<file path="src/rtl/layer_scroll_ctrl.sv">
// layer_scroll_ctrl: per-frame scroll offset sequencer for up to four layers.
// Each vsync rising edge triggers one pass over the layers, with one layer per
// clock and layer 0 first. For each layer and axis the pass either applies a
// pending offset load or steps the offset by its velocity, wrapping at +/-LIMIT.
//
// Ports:
//   clk, rst_n            clock, async active-low reset
//   vsync                 async frame strobe (rising edge = frame start)
//   run                   1: apply velocities each frame, 0: hold offsets
//   cfg_valid/cfg_ready   config write handshake (ready only while IDLE)
//   cfg_layer/sel/data    target layer, register select, signed write data
//   hoffset/voffset       packed signed offsets, layer k at [k*OFS_W +: OFS_W]
//   frame_tick            one-cycle pulse after the last layer is updated
//   overrun               sticky: a frame edge arrived while busy

// One axis (h or v) of one layer: offset, velocity and the pending load.
module layer_scroll_axis #(
  parameter int OFS_W    = 12,
  parameter int LIMIT    = 600,
  parameter int OFS_INIT = 0,
  parameter int VEL_INIT = 0
) (
  input  logic             clk,
  input  logic             rst_n,
  input  logic             wr_vel_i,
  input  logic             wr_ld_i,
  input  logic [OFS_W-1:0] data_i,
  input  logic             upd_i,
  input  logic             run_i,
  output logic [OFS_W-1:0] ofs_o
);
  localparam int W1 = OFS_W + 1;
  localparam logic signed [OFS_W:0]   LIM_P  = W1'(LIMIT);
  localparam logic signed [OFS_W:0]   LIM_N  = W1'(-LIMIT);
  localparam logic signed [OFS_W-1:0] LIM_PW = OFS_W'(LIMIT);
  localparam logic signed [OFS_W-1:0] LIM_NW = OFS_W'(-LIMIT);
  localparam logic signed [OFS_W-1:0] OFS_RST = OFS_W'(OFS_INIT);
  localparam logic signed [OFS_W-1:0] VEL_RST = OFS_W'(VEL_INIT);

  logic signed [OFS_W-1:0] ofs_q, ofs_d, vel_q, vel_d, ld_q, ld_d;
  logic                    pend_q, pend_d;
  logic signed [OFS_W:0]   sum, ld_x;
  logic signed [OFS_W-1:0] step_v, load_v;

  always_comb begin
    // One extra bit so the sum never overflows before the wrap test.
    sum  = $signed({ofs_q[OFS_W-1], ofs_q}) + $signed({vel_q[OFS_W-1], vel_q});
    ld_x = $signed({ld_q[OFS_W-1], ld_q});
    // Wrap: falling off one end re-enters at the opposite end.
    if (sum < LIM_N)      step_v = LIM_PW;
    else if (sum > LIM_P) step_v = LIM_NW;
    else                  step_v = sum[OFS_W-1:0];
    // Loaded values are clamped, not wrapped.
    if (ld_x > LIM_P)      load_v = LIM_PW;
    else if (ld_x < LIM_N) load_v = LIM_NW;
    else                   load_v = ld_q;

    ofs_d  = ofs_q;
    vel_d  = vel_q;
    ld_d   = ld_q;
    pend_d = pend_q;
    if (upd_i) begin
      if (pend_q) begin
        ofs_d  = load_v;
        pend_d = 1'b0;
      end else if (run_i) begin
        ofs_d = step_v;
      end
    end
    if (wr_vel_i) vel_d = $signed(data_i);
    if (wr_ld_i) begin
      ld_d   = $signed(data_i);
      pend_d = 1'b1;
    end
  end

  always_ff @(posedge clk or negedge rst_n) begin
    if (!rst_n) begin
      ofs_q  <= OFS_RST;
      vel_q  <= VEL_RST;
      ld_q   <= '0;
      pend_q <= 1'b0;
    end else begin
      ofs_q  <= ofs_d;
      vel_q  <= vel_d;
      ld_q   <= ld_d;
      pend_q <= pend_d;
    end
  end

  assign ofs_o = ofs_q;
endmodule

module layer_scroll_ctrl #(
  parameter int NUM_LAYERS = 2,
  parameter int OFS_W      = 12,
  parameter int LIMIT      = 600,
  parameter int H_INIT     = 600,
  parameter int H_VEL_INIT = -20
) (
  input  logic                        clk,
  input  logic                        rst_n,
  input  logic                        vsync,
  input  logic                        run,
  input  logic                        cfg_valid,
  output logic                        cfg_ready,
  input  logic [1:0]                  cfg_layer,
  input  logic [1:0]                  cfg_sel,
  input  logic [OFS_W-1:0]            cfg_data,
  output logic [NUM_LAYERS*OFS_W-1:0] hoffset,
  output logic [NUM_LAYERS*OFS_W-1:0] voffset,
  output logic                        frame_tick,
  output logic                        overrun
);
  typedef enum logic [1:0] {IDLE, UPDATE, DONE} state_t;
  localparam logic [1:0] LAST = 2'(NUM_LAYERS - 1);

  state_t     state_q, state_d;
  logic [1:0] idx_q, idx_d;
  logic       sync1_q, sync2_q, sync3_q;
  logic [2:0] vld_pipe_q;   // marks which sync flops hold a real post-reset sample
  logic       fedge_q, overrun_d, overrun_q;
  logic       frame_edge, wr;

  // The valid pipe stops a vsync that is already high at reset release from
  // counting as an edge: sync3 must hold a genuine low sample first.
  assign frame_edge = sync2_q & ~sync3_q & vld_pipe_q[2];

  always_ff @(posedge clk or negedge rst_n) begin
    if (!rst_n) begin
      sync1_q    <= 1'b0;
      sync2_q    <= 1'b0;
      sync3_q    <= 1'b0;
      vld_pipe_q <= '0;
      fedge_q    <= 1'b0;
      state_q    <= IDLE;
      idx_q      <= '0;
      overrun_q  <= 1'b0;
    end else begin
      sync1_q    <= vsync;
      sync2_q    <= sync1_q;
      sync3_q    <= sync2_q;
      vld_pipe_q <= {vld_pipe_q[1:0], 1'b1};
      fedge_q    <= frame_edge;
      state_q    <= state_d;
      idx_q      <= idx_d;
      overrun_q  <= overrun_d;
    end
  end

  always_comb begin
    state_d    = state_q;
    idx_d      = idx_q;
    cfg_ready  = 1'b0;
    frame_tick = 1'b0;
    overrun_d  = overrun_q;
    case (state_q)
      IDLE: begin
        cfg_ready = 1'b1;
        idx_d     = '0;
        if (fedge_q) state_d = UPDATE;
      end
      UPDATE: begin
        overrun_d = overrun_q | fedge_q;
        idx_d     = idx_q + 2'd1;
        if (idx_q == LAST) state_d = DONE;
      end
      DONE: begin
        overrun_d  = overrun_q | fedge_q;
        frame_tick = 1'b1;
        state_d    = IDLE;
      end
      default: state_d = IDLE;
    endcase
  end

  assign overrun = overrun_q;
  assign wr      = cfg_valid & cfg_ready;

  // Writes to layers >= NUM_LAYERS match no instance and are silently dropped.
  for (genvar k = 0; k < NUM_LAYERS; k++) begin : g_layer
    logic hit, upd;
    assign hit = wr & (cfg_layer == 2'(k));
    assign upd = (state_q == UPDATE) & (idx_q == 2'(k));

    layer_scroll_axis #(.OFS_W(OFS_W), .LIMIT(LIMIT), .OFS_INIT(H_INIT), .VEL_INIT(H_VEL_INIT)) u_h (
      .clk(clk), .rst_n(rst_n),
      .wr_vel_i(hit & (cfg_sel == 2'b00)), .wr_ld_i(hit & (cfg_sel == 2'b10)),
      .data_i(cfg_data), .upd_i(upd), .run_i(run),
      .ofs_o(hoffset[k*OFS_W +: OFS_W])
    );

    layer_scroll_axis #(.OFS_W(OFS_W), .LIMIT(LIMIT), .OFS_INIT(0), .VEL_INIT(0)) u_v (
      .clk(clk), .rst_n(rst_n),
      .wr_vel_i(hit & (cfg_sel == 2'b01)), .wr_ld_i(hit & (cfg_sel == 2'b11)),
      .data_i(cfg_data), .upd_i(upd), .run_i(run),
      .ofs_o(voffset[k*OFS_W +: OFS_W])
    );
  end
endmodule

</file>
<file path="config.mk">
export PLATFORM = sky130hd
export DESIGN_NAME = layer_scroll_ctrl
export DESIGN_NICKNAME = d
export VERILOG_FILES = /design/src/rtl/layer_scroll_ctrl.sv
export SDC_FILE = /design/constraint.sdc
export NUM_CORES = 1
export LEC_CHECK = 0
export ABC_CLOCK_PERIOD_IN_PS = 3600
export BUFFER_PORTS_ARGS = -buffer_cell sky130_fd_sc_hd__buf_4
export CORE_ASPECT_RATIO = 0.6
export CORE_MARGIN = 2
export CORE_UTILIZATION = 60
export CTS_BUF_LIST = sky130_fd_sc_hd__clkbuf_4
export CTS_CLUSTER_SIZE = 14
export DETAILED_ROUTE_END_ITERATION = 8
export PLACE_DENSITY = 0.79
export SYNTH_ARGS = -nofsm -noshare
export SYNTH_HDL_FRONTEND = slang
export SYNTH_HIERARCHICAL = 1
export SYNTH_SLANG_ARGS = --single-unit
</file>
<file path="constraint.sdc">
create_clock -name clk -period 3.6 [get_ports clk]
set_input_delay 0.36 -clock clk [delete_from_list [all_inputs] [get_ports clk]]
set_output_delay 0.36 -clock clk [all_outputs]
set_load 0.01 [all_outputs]
</file>
# --- Word-level counts from Yosys, hierarchy flattened ---
# Index checks and enable logic that the tools add are counted.
totals:
  output_inout_bits: 51
  ff_bits: 160
  wordCells: 126
  in_bits: 21
op_classes:
  reduce_logical: 19
  muxes: 36
  n_bitwise: 17
  addsub: 5
  order_cmp: 16
  eq_ne: 9
ops:
  columns: ["cell", "n"]
  rows:
  - ["12-bit 2-to-1 mux", 24]
  - ["12-bit by 12-bit adder with 13-bit output", 4]
  - ["13-bit by 11-bit > comparator with 1-bit output, second input constant", 4]
  - ["13-bit by 11-bit less-than comparator with 1-bit output, second input constant", 4]
  - ["12-bit by 11-bit > comparator with 1-bit output, second input constant", 4]
  - ["12-bit by 11-bit less-than comparator with 1-bit output, second input constant", 4]
  - ["2-bit nonzero test", 9]
  - ["1-bit bitwise AND", 15]
  - ["2-bit AND reduction", 5]
  - ["2-bit by 1-bit equality test with 1-bit output, second input constant", 4]
  - ["2-bit logical NOT", 4]
  - ["1-bit 2-to-1 mux", 8]
  - ["2-bit case mux with 2 select lines", 2]
  - ["2-bit equality test, second input constant", 3]
  - ["2-bit 2-to-1 mux", 2]
  - ["2-bit inequality test, second input constant", 2]
  - ["2-bit by 1-bit adder with 2-bit output, second input constant", 1]
  - ["2-bit OR reduction", 1]
  - ["1-bit inverter", 1]
  - ["1-bit bitwise OR", 1]

# --- Depth between registers and ports, before layout ---
# Gate-level depths: netlist (run 1).
depth:
  word_depth: 6
  depth_mapped: 12
  depth_no_buf: 12

# --- Hierarchy ---
# The synthesis (run 1) kept the hierarchy.
modules_own_cells:
  columns: ["module", "area_each_um2", "instances", "cells_per_inst", "seq_area_each_um2"]
  rows:
  - ["layer_scroll_axis (g_layer[0].u_h ...)", 2314.7, 2, 228, 942.2]
  - ["layer_scroll_axis (g_layer[1].u_v)", 2298.5, 1, 228, 925.9]
  - ["layer_scroll_axis (g_layer[0].u_v)", 2258.4, 1, 228, 925.9]
  - ["layer_scroll_ctrl", 566.8, 1, 51, 300.3]

# --- Worst setup path after synthesis (run 1) ---
# No wires, ideal clock.
synth_timing:
  path_kind: "reg2reg"
  from: "register g_layer[0].u_v.ofs_q[0]"
  to: "register g_layer[0].u_v.ofs_q[3]"
  path_slack_ps: 808
  arrival_ps: 2669
  setup_ps: 123
  required_ps: 3477
  stages_incl_launch_ff: 13
  period_less_slack_ps: 2792
  path_buffers: 0
  path_cell_list: "dfrtp_1 -> ha_1 -> inv_1 -> fa_1 -> nor2b_1 -> o22ai_1 -> xor2_1 -> o32ai_1 -> a211o_1 -> a211oi_2 -> nand3_1 -> a211o_1 -> o221a_1"
synth_via:
  elab_chain_cells: 6
  elab_cells_between_ends: 7
  classes_between: "add/sub (1); order compare (2); mux (4)"
synth_lines:
  columns: ["element", "line", "rtl"]
  rows:
  - ["start: declaration", "40", "logic signed [OFS_W-1:0] ofs_q, ofs_d, vel_q, vel_d, ld_q, ld_d;"]
  - ["start signal: assignment", "84", "ofs_q <= ofs_d;"]
  - ["12-bit by 12-bit adder with 13-bit output (*)", "47", "sum = $signed({ofs_q[OFS_W-1], ofs_q}) + $signed({vel_q[OFS_W-1], vel_q});"]
  - ["13-bit by 11-bit > comparator with 1-bit output", "51", "else if (sum > LIM_P) step_v = LIM_NW;"]
  - ["12-bit 2-to-1 mux", "51", null]
  - ["12-bit 2-to-1 mux (*)", "50", "if (sum < LIM_N) step_v = LIM_PW;"]
  - ["12-bit 2-to-1 mux (*)", "66", "end else if (run_i) begin"]
  - ["12-bit 2-to-1 mux (*)", "63", "if (pend_q) begin"]
# Every way passes the cells marked *; elsewhere a longest branch is shown, timed or not. The select of a mux whose other input is x is not followed.
# A chain may end at the register's enable or synchronous reset.

# --- Final worst setup path (run 1) ---
layout_timing:
  from: "register g_layer[1].u_h.ofs_q[0]"
  to: "register g_layer[1].u_h.ofs_q[3]"
layout_via:
  elab_chain_cells: 6
  elab_cells_between_ends: 7
  classes_between: "add/sub (1); order compare (2); mux (4)"
layout_lines:
  columns: ["element", "line"]
  rows:
  - ["start: declaration", "40"]
  - ["start signal: assignment", "84"]
  - ["12-bit by 12-bit adder with 13-bit output (*)", "47"]
  - ["13-bit by 11-bit > comparator with 1-bit output", "51"]
  - ["12-bit 2-to-1 mux", "51"]
  - ["12-bit 2-to-1 mux (*)", "50"]
  - ["12-bit 2-to-1 mux (*)", "66"]
  - ["12-bit 2-to-1 mux (*)", "63"]
# Marks and branches as above.

==> results of run 1 <==
==> cells in the mapped netlist (4+ instances only) <==
cell type / n
nor2_1: 90
nand2b_1: 24
o32ai_1: 4
o221a_1: 4
buf_2: 6
nor3_1: 16
inv_1: 44
a211o_1: 5
a2bb2oi_1: 4
buf_1: 4
o21a_1: 14
a211oi_2: 4
and2_1: 6
xor2_1: 20
o21ai_1: 24
nor3b_1: 4
nand4_1: 8
a22o_1: 7
a21o_1: 20
o22ai_1: 8
a21oi_1: 47
o21ai_0: 56
dfrtp_1: 134
and3_1: 5
o211a_1: 5
dfstp_2: 26
nor2b_1: 15
a31oi_2: 4
fa_1: 4
o31ai_1: 8
a21boi_0: 5
xnor2_1: 8
a221oi_1: 16
nand2_1: 45
a211oi_1: 8
nand3_1: 22
a22oi_1: 12
mux2_2: 84
clkbuf_1: 13
nor4_1: 6
o211ai_1: 12
ha_1: 58
==> repair_timing <==
| item | CTS | global route |
|---|---|---|
| endpoints found under the hold margin | 65 | 0 |
| hold buffers | 2 | 0 |
| setup endpoints to repair | 0 | 0 |
==> power breakdown <==
| part | switching [W] | total (W) | internal, W |
|---|---|---|---|
| logic | 0.00426 | 0.00759 | 0.00333 |
| registers | 0.000725 | 0.00341 | 0.00269 |
| clock network | 0.000731 | 0.00103 | 0.000295 |
==> sequential cells by signal, summed over array words and instances (netlist names) <==
name / cells
vld_pipe_q: 3
sync2_q: 1
g_layer.u_h/pend_q: 2
sync1_q: 1
fedge_q: 1
state_q: 2
g_layer.u_h/vel_q: 24
g_layer.u_v/ofs_o: 24
g_layer.u_v/ld_q: 24
g_layer.u_h/ld_q: 24
overrun: 1
sync3_q: 1
g_layer.u_v/vel_q: 24
idx_q: 2
g_layer.u_h/ofs_o: 24
g_layer.u_v/pend_q: 2
==> critical path: cells and delay by family (launching register included) <==
kind | cells | cell delay, ps
AOI/OAI and AO/OA | 6 | 1320
xor gates and xnor gates | 1 | 410
adders and majority gates | 2 | 610
buffers and inverters | 1 | 70
DFF | 1 | 410
and+or+nand+nor | 2 | 380
==> final cells by class <==
class | instances | area (um^2)
clock buffers | 17 | 128
clock inverters | 15 | 124
fillers | 1306 | 5230
inverters | 45 | 169
multi-input cells | 735 | 5470
flip-flops and latches | 160 | 4040
well taps | 209 | 262
repair buffers | 86 | 667
==> metrics by stage <==
step / util, % / power (W) / hold WS (ps)
2_1_floorplan: - / 0.00902 / 64.4
4_1_cts: 67.5 / 0.0119 / 77.9
5_1_grt: 67.5 / 0.0130 / 77.0
6_report: 67.5 / 0.0120 / 116
3_3_place_gp: 65.8 / 0.0107 / 332
3_5_place_dp: 65.8 / 0.0109 / 335
==> kinds of logic after synthesis <==
kind of cell	after synthesis	synth area share [%]
buffers and inverters	68	2.69
and+or+nand+nor	271	14.5
xor gates and xnor gates	28	2.51
adders and majority gates	62	8.26
muxes	85	9.85
AOI/OAI and AO/OA	288	20.8
other	1	0.0384
DFF	160	41.4
==> metal layers <==
layer	wire length [um]	vias up	part of all wire [%]	GRT usage (%)
met5	0	-	0	0
met2	10300	271	43	43.8
met4	206	0	0.86	4.24
met1	12000	3838	50	43.7
met3	1460	21	6.1	5.14
li1	-	3724	-	-
==> worst paths after layout <==
check | end | slack, ps | depth (start not counted)
setup / recovery | g_layer[1].u_h/ofs_o[3] | 400 | 12
hold / removal | g_layer[0].u_h/vel_q[1] | 120 | 3
setup reg to reg | g_layer[1].u_h/ofs_o[3] | 400 | 12
hold reg to reg | sync2_q | 340 | 0
max in group asynchronous | g_layer[0].u_h/vel_q[2] | 2270 | 3
min in group asynchronous | g_layer[1].u_v/vel_q[8] | 390 | 2
==> results.txt, run 1 <==
Peak supply drop - 0.603 mV
via count - 7854
worst endpoint data arrival time - 3730 ps
Slew @ Worst Pin - 714 ps
Reg clk slew, reported paths - 180 ps
async set or reset register ratio after synthesis - 100%
# IOs - 72
CTS tree - done
initial DRC count - 724
dpl cells - 1233
Leak - 4.83 nW
cell accounting for the most synthesized area - dfrtp_1
drt first pass iters - 5
Seq/Total Area, Yosys - 41.4%
status - complete, no violations
Tcrit/Tclk final - 88.9%
Crit path largest cell delay - 450 ps
final worst slack - 399 ps
critical path type - reg -> reg
MaxCap Viol Count - 0
top post-synthesis cells by area - dfrtp_1, mux2_2, ha_1, dfstp_2, nor2_1
reg2reg start - g_layer[1].u_h/ofs_o[0]
RSZ-0062 raised after global routing - no
P per Cell Area - 1110 nW/um^2
# clock sinks - 160
final hold vios - 0
htree depth - 4
RePlAce Congestion - 0.880
Syn. warnings - 6
core area - 16100 um^2
Site Rows - 36
Tmin final - 3200 ps
Die Wd - 169 um
cell count after synthesis - 963
# diodes - 0
critical path startpoint - g_layer[1].u_h/ofs_o[0]
post-cts gate resize count - 0
final instance area - 10900 um^2
Initial Utilization - 60.7%
remaining global-route overflow - 0
area after detailed placement - 10600 um^2
Residual DRC - 0
Final #Nets - 1128
CTS buffer count - 17
Via-to-Cell Ratio - 6.20
CP Capture Type - flop
startpoint of the worst hold path - cfg_data[1]
pre-CTS setup slack - 452 ps
Final setup viols - 0
hold crit path type - in -> reg
crit-path cells - ha_1, inv_1, fa_1, nor2b_1, o211ai_1, a211oi_1, o22ai_1, xnor2_1, a211oi_2, and2b_1, o21ai_2, o221a_1
first-pass GRT wire length - 38.5 mm
area delta synth->final - 11.3%
Yosys reg bits - 160
WL per Instance - 19.0 um
Final TNS setup - 0 ps
commonest non-fill, non-tap cell in the layout - dfrtp_1
setup bufs post-CTS - 0
die area - 17300 um^2
post-DP HPWL - 17.5 mm
layout cell share with drive strength beyond 1 - 24.7%
Die H - 103 um
syn_nets - 1046
Synth top area share - 34.4%
most frequent cells in the layout - dfrtp_1, nor2_1, mux2_2
Post-synth top flop - dfrtp_1
worst endpoint required time - 4130 ps
Worst Skew - 45.6 ps
total track usage - 28.6%
antenna viol nets, final - 0
Synth Area per Inst - 10.1 um^2
Max clock buf depth - 2
EDFF count, synth - 0
initial antenna violation count - 1
FMAX - 312 MHz
worst skew pair latency - 570 ps
Cell Area, Synth - 9750 um^2
vias in the first global route - 7199
Routed WL - 24.0 mm
Final Max Tran Viols - 0
final std cells w/o fill - 1267
slowest stage cell, crit path - a211oi_1
Synth cell types - 69
largest net degree at the start of global routing - 77
Rel. slew slack - 52.4%
Root Buffer - clkbuf_4
Crit Path Max Fanout - 4
CP Launch Type - flop
I/O Buffers - 71
(Power assumes the default switching activity.)
==> inputs of run 2 (changes only) <==
--- a/config.mk
+++ b/config.mk
@@ -6,7 +6,7 @@
 export NUM_CORES = 1
 export LEC_CHECK = 0
 export ABC_CLOCK_PERIOD_IN_PS = 3600
-export BUFFER_PORTS_ARGS = -buffer_cell sky130_fd_sc_hd__buf_4
+export BUFFER_PORTS_ARGS = -buffer_cell sky130_fd_sc_hd__buf_2
 export CORE_ASPECT_RATIO = 0.6
 export CORE_MARGIN = 2
 export CORE_UTILIZATION = 60
==> results.txt, run 2 (synthesis gave the netlist of run 1 again) <==
CP Capture Type - flop
commonest non-fill, non-tap cell in the layout - dfrtp_1
Tmin final - 3280 ps
FMAX - 305 MHz
Via-to-Cell Ratio - 6.16
Most Crowded Layer GR - met1
P per Cell Area - 1110 nW/um^2
Rel. slew slack - 53.7%
vias in the first global route - 7148
GRT met3 Usage - 5.30%
Die H - 103 um
Crit Path Max Fanout - 4
CTS tree - done
# diodes - 0
setup bufs post-CTS - 0
Initial Utilization - 60.7%
Leak - 4.78 nW
htree depth - 4
RSZ-0062 raised after global routing - no
area delta synth->final - 9.39%
I/O Buffers - 71
Tcrit/Tclk final - 91.0%
Final Max Tran Viols - 0
Worst Skew - 24.3 ps
M2 GR Usage - 41.5%
CP Launch Type - flop
M1 GR Usage - 44.2%
antenna viol nets, final - 0
RePlAce Congestion - 0.878
# clock sinks - 160
initial DRC count - 726
drt first pass iters - 5
largest net degree at the start of global routing - 75
area after detailed placement - 10400 um^2
core area - 16100 um^2
WL per Instance - 18.7 um
via count - 7821
first-pass GRT wire length - 38.2 mm
Routed WL - 23.7 mm
worst skew pair latency - 580 ps
layout cell share with drive strength beyond 1 - 24.8%
initial antenna violation count - 0
Residual DRC - 0
final hold vios - 0
total track usage - 28.5%
post-cts gate resize count - 0
hold crit path type - in -> reg
Reg clk slew, reported paths - 160 ps
remaining global-route overflow - 0
# IOs - 72
CTS buffer count - 17
status - complete, no violations
critical path type - reg -> reg
fillcell total - 1294
Max clock buf depth - 2
worst endpoint required time - 4130 ps
dpl cells - 1235
die area - 17300 um^2
Peak supply drop - 0.525 mV
# hold bufs at CTS - 2
final std cells w/o fill - 1269
Die Wd - 169 um
Root Buffer - clkbuf_4
Final #Nets - 1130
worst endpoint data arrival time - 3810 ps
most frequent cells in the layout - dfrtp_1, nor2_1, mux2_2
Slew @ Worst Pin - 694 ps
Final setup viols - 0
MaxCap Viol Count - 0
post-DP HPWL - 17.5 mm
final instance area - 10700 um^2
Final TNS setup - 0 ps
Site Rows - 36
[run 2: per-stage QoR]
stage	setup WS (ps)	total power, W	hold slack, ps	utilization [%]
after floorplan	808	0.00902	64.4	-
after global placement	612	0.0105	333	64.7
after detailed placement	438	0.0107	335	64.7
after CTS	402	0.0117	145	66.3
after global routing	143	0.0128	146	66.3
final	323	0.0118	165	66.3
[run 2: worst paths after layout]
kind                       slack (ps)               startpoint                       end  depth (start not counted)
setup / recovery                  320  g_layer[1].u_h/ofs_o[0]   g_layer[1].u_h/ofs_o[3]                         12
hold / removal                    170              cfg_data[1]   g_layer[0].u_h/vel_q[1]                          3
setup reg to reg                  320  g_layer[1].u_h/ofs_o[0]   g_layer[1].u_h/ofs_o[3]                         12
hold reg to reg                   360                  sync1_q                   sync2_q                          0
max in group asynchronous        2360                    rst_n   g_layer[0].u_h/ofs_o[3]                          3
min in group asynchronous         340                    rst_n  g_layer[1].u_v/vel_q[10]                          2
[run 2: metal layers]
| metal | part of all wire, % | routed length [um] | vias up |
|---|---|---|---|
| met3 | 6.2 | 1460 | 31 |
| met4 | 1.3 | 307 | 0 |
| met2 | 42 | 9970 | 248 |
| met5 | 0 | 0 | - |
| li1 | - | - | 3732 |
| met1 | 51 | 12000 | 3810 |
[run 2: where the power goes]
| part | internal, W | leakage [nW] | switching, W |
|---|---|---|---|
| logic | 0.00319 | 2.72 | 0.00425 |
| clock network | 0.000281 | 0.128 | 0.000714 |
| registers | 0.00269 | 1.93 | 0.000720 |
| total | 0.00616 | 4.78 | 0.00568 |
[run 2: layout make-up]
cell class / instances / area (um^2) / area share (%)
multi-input cells: 735 / 5470 / 51.2
flip-flops and latches: 160 / 4040 / 37.8
repair buffers: 88 / 494 / 4.63
well taps: 209 / 262 / 2.45
inverters: 45 / 169 / 1.58
clock buffers: 17 / 128 / 1.20
clock inverters: 15 / 114 / 1.07
[run 2: worst max-delay path: stages, from the launching register on]
cell and delay [ps]:
dfrtp_1 410, ha_1 180, inv_1 50, fa_1 390
nor2b_1 210, o211ai_1 160, a211oi_1 450, o22ai_1 160
xnor2_1 410, a211oi_2 130, and2b_1 210, o21ai_2 230
o221a_1 240
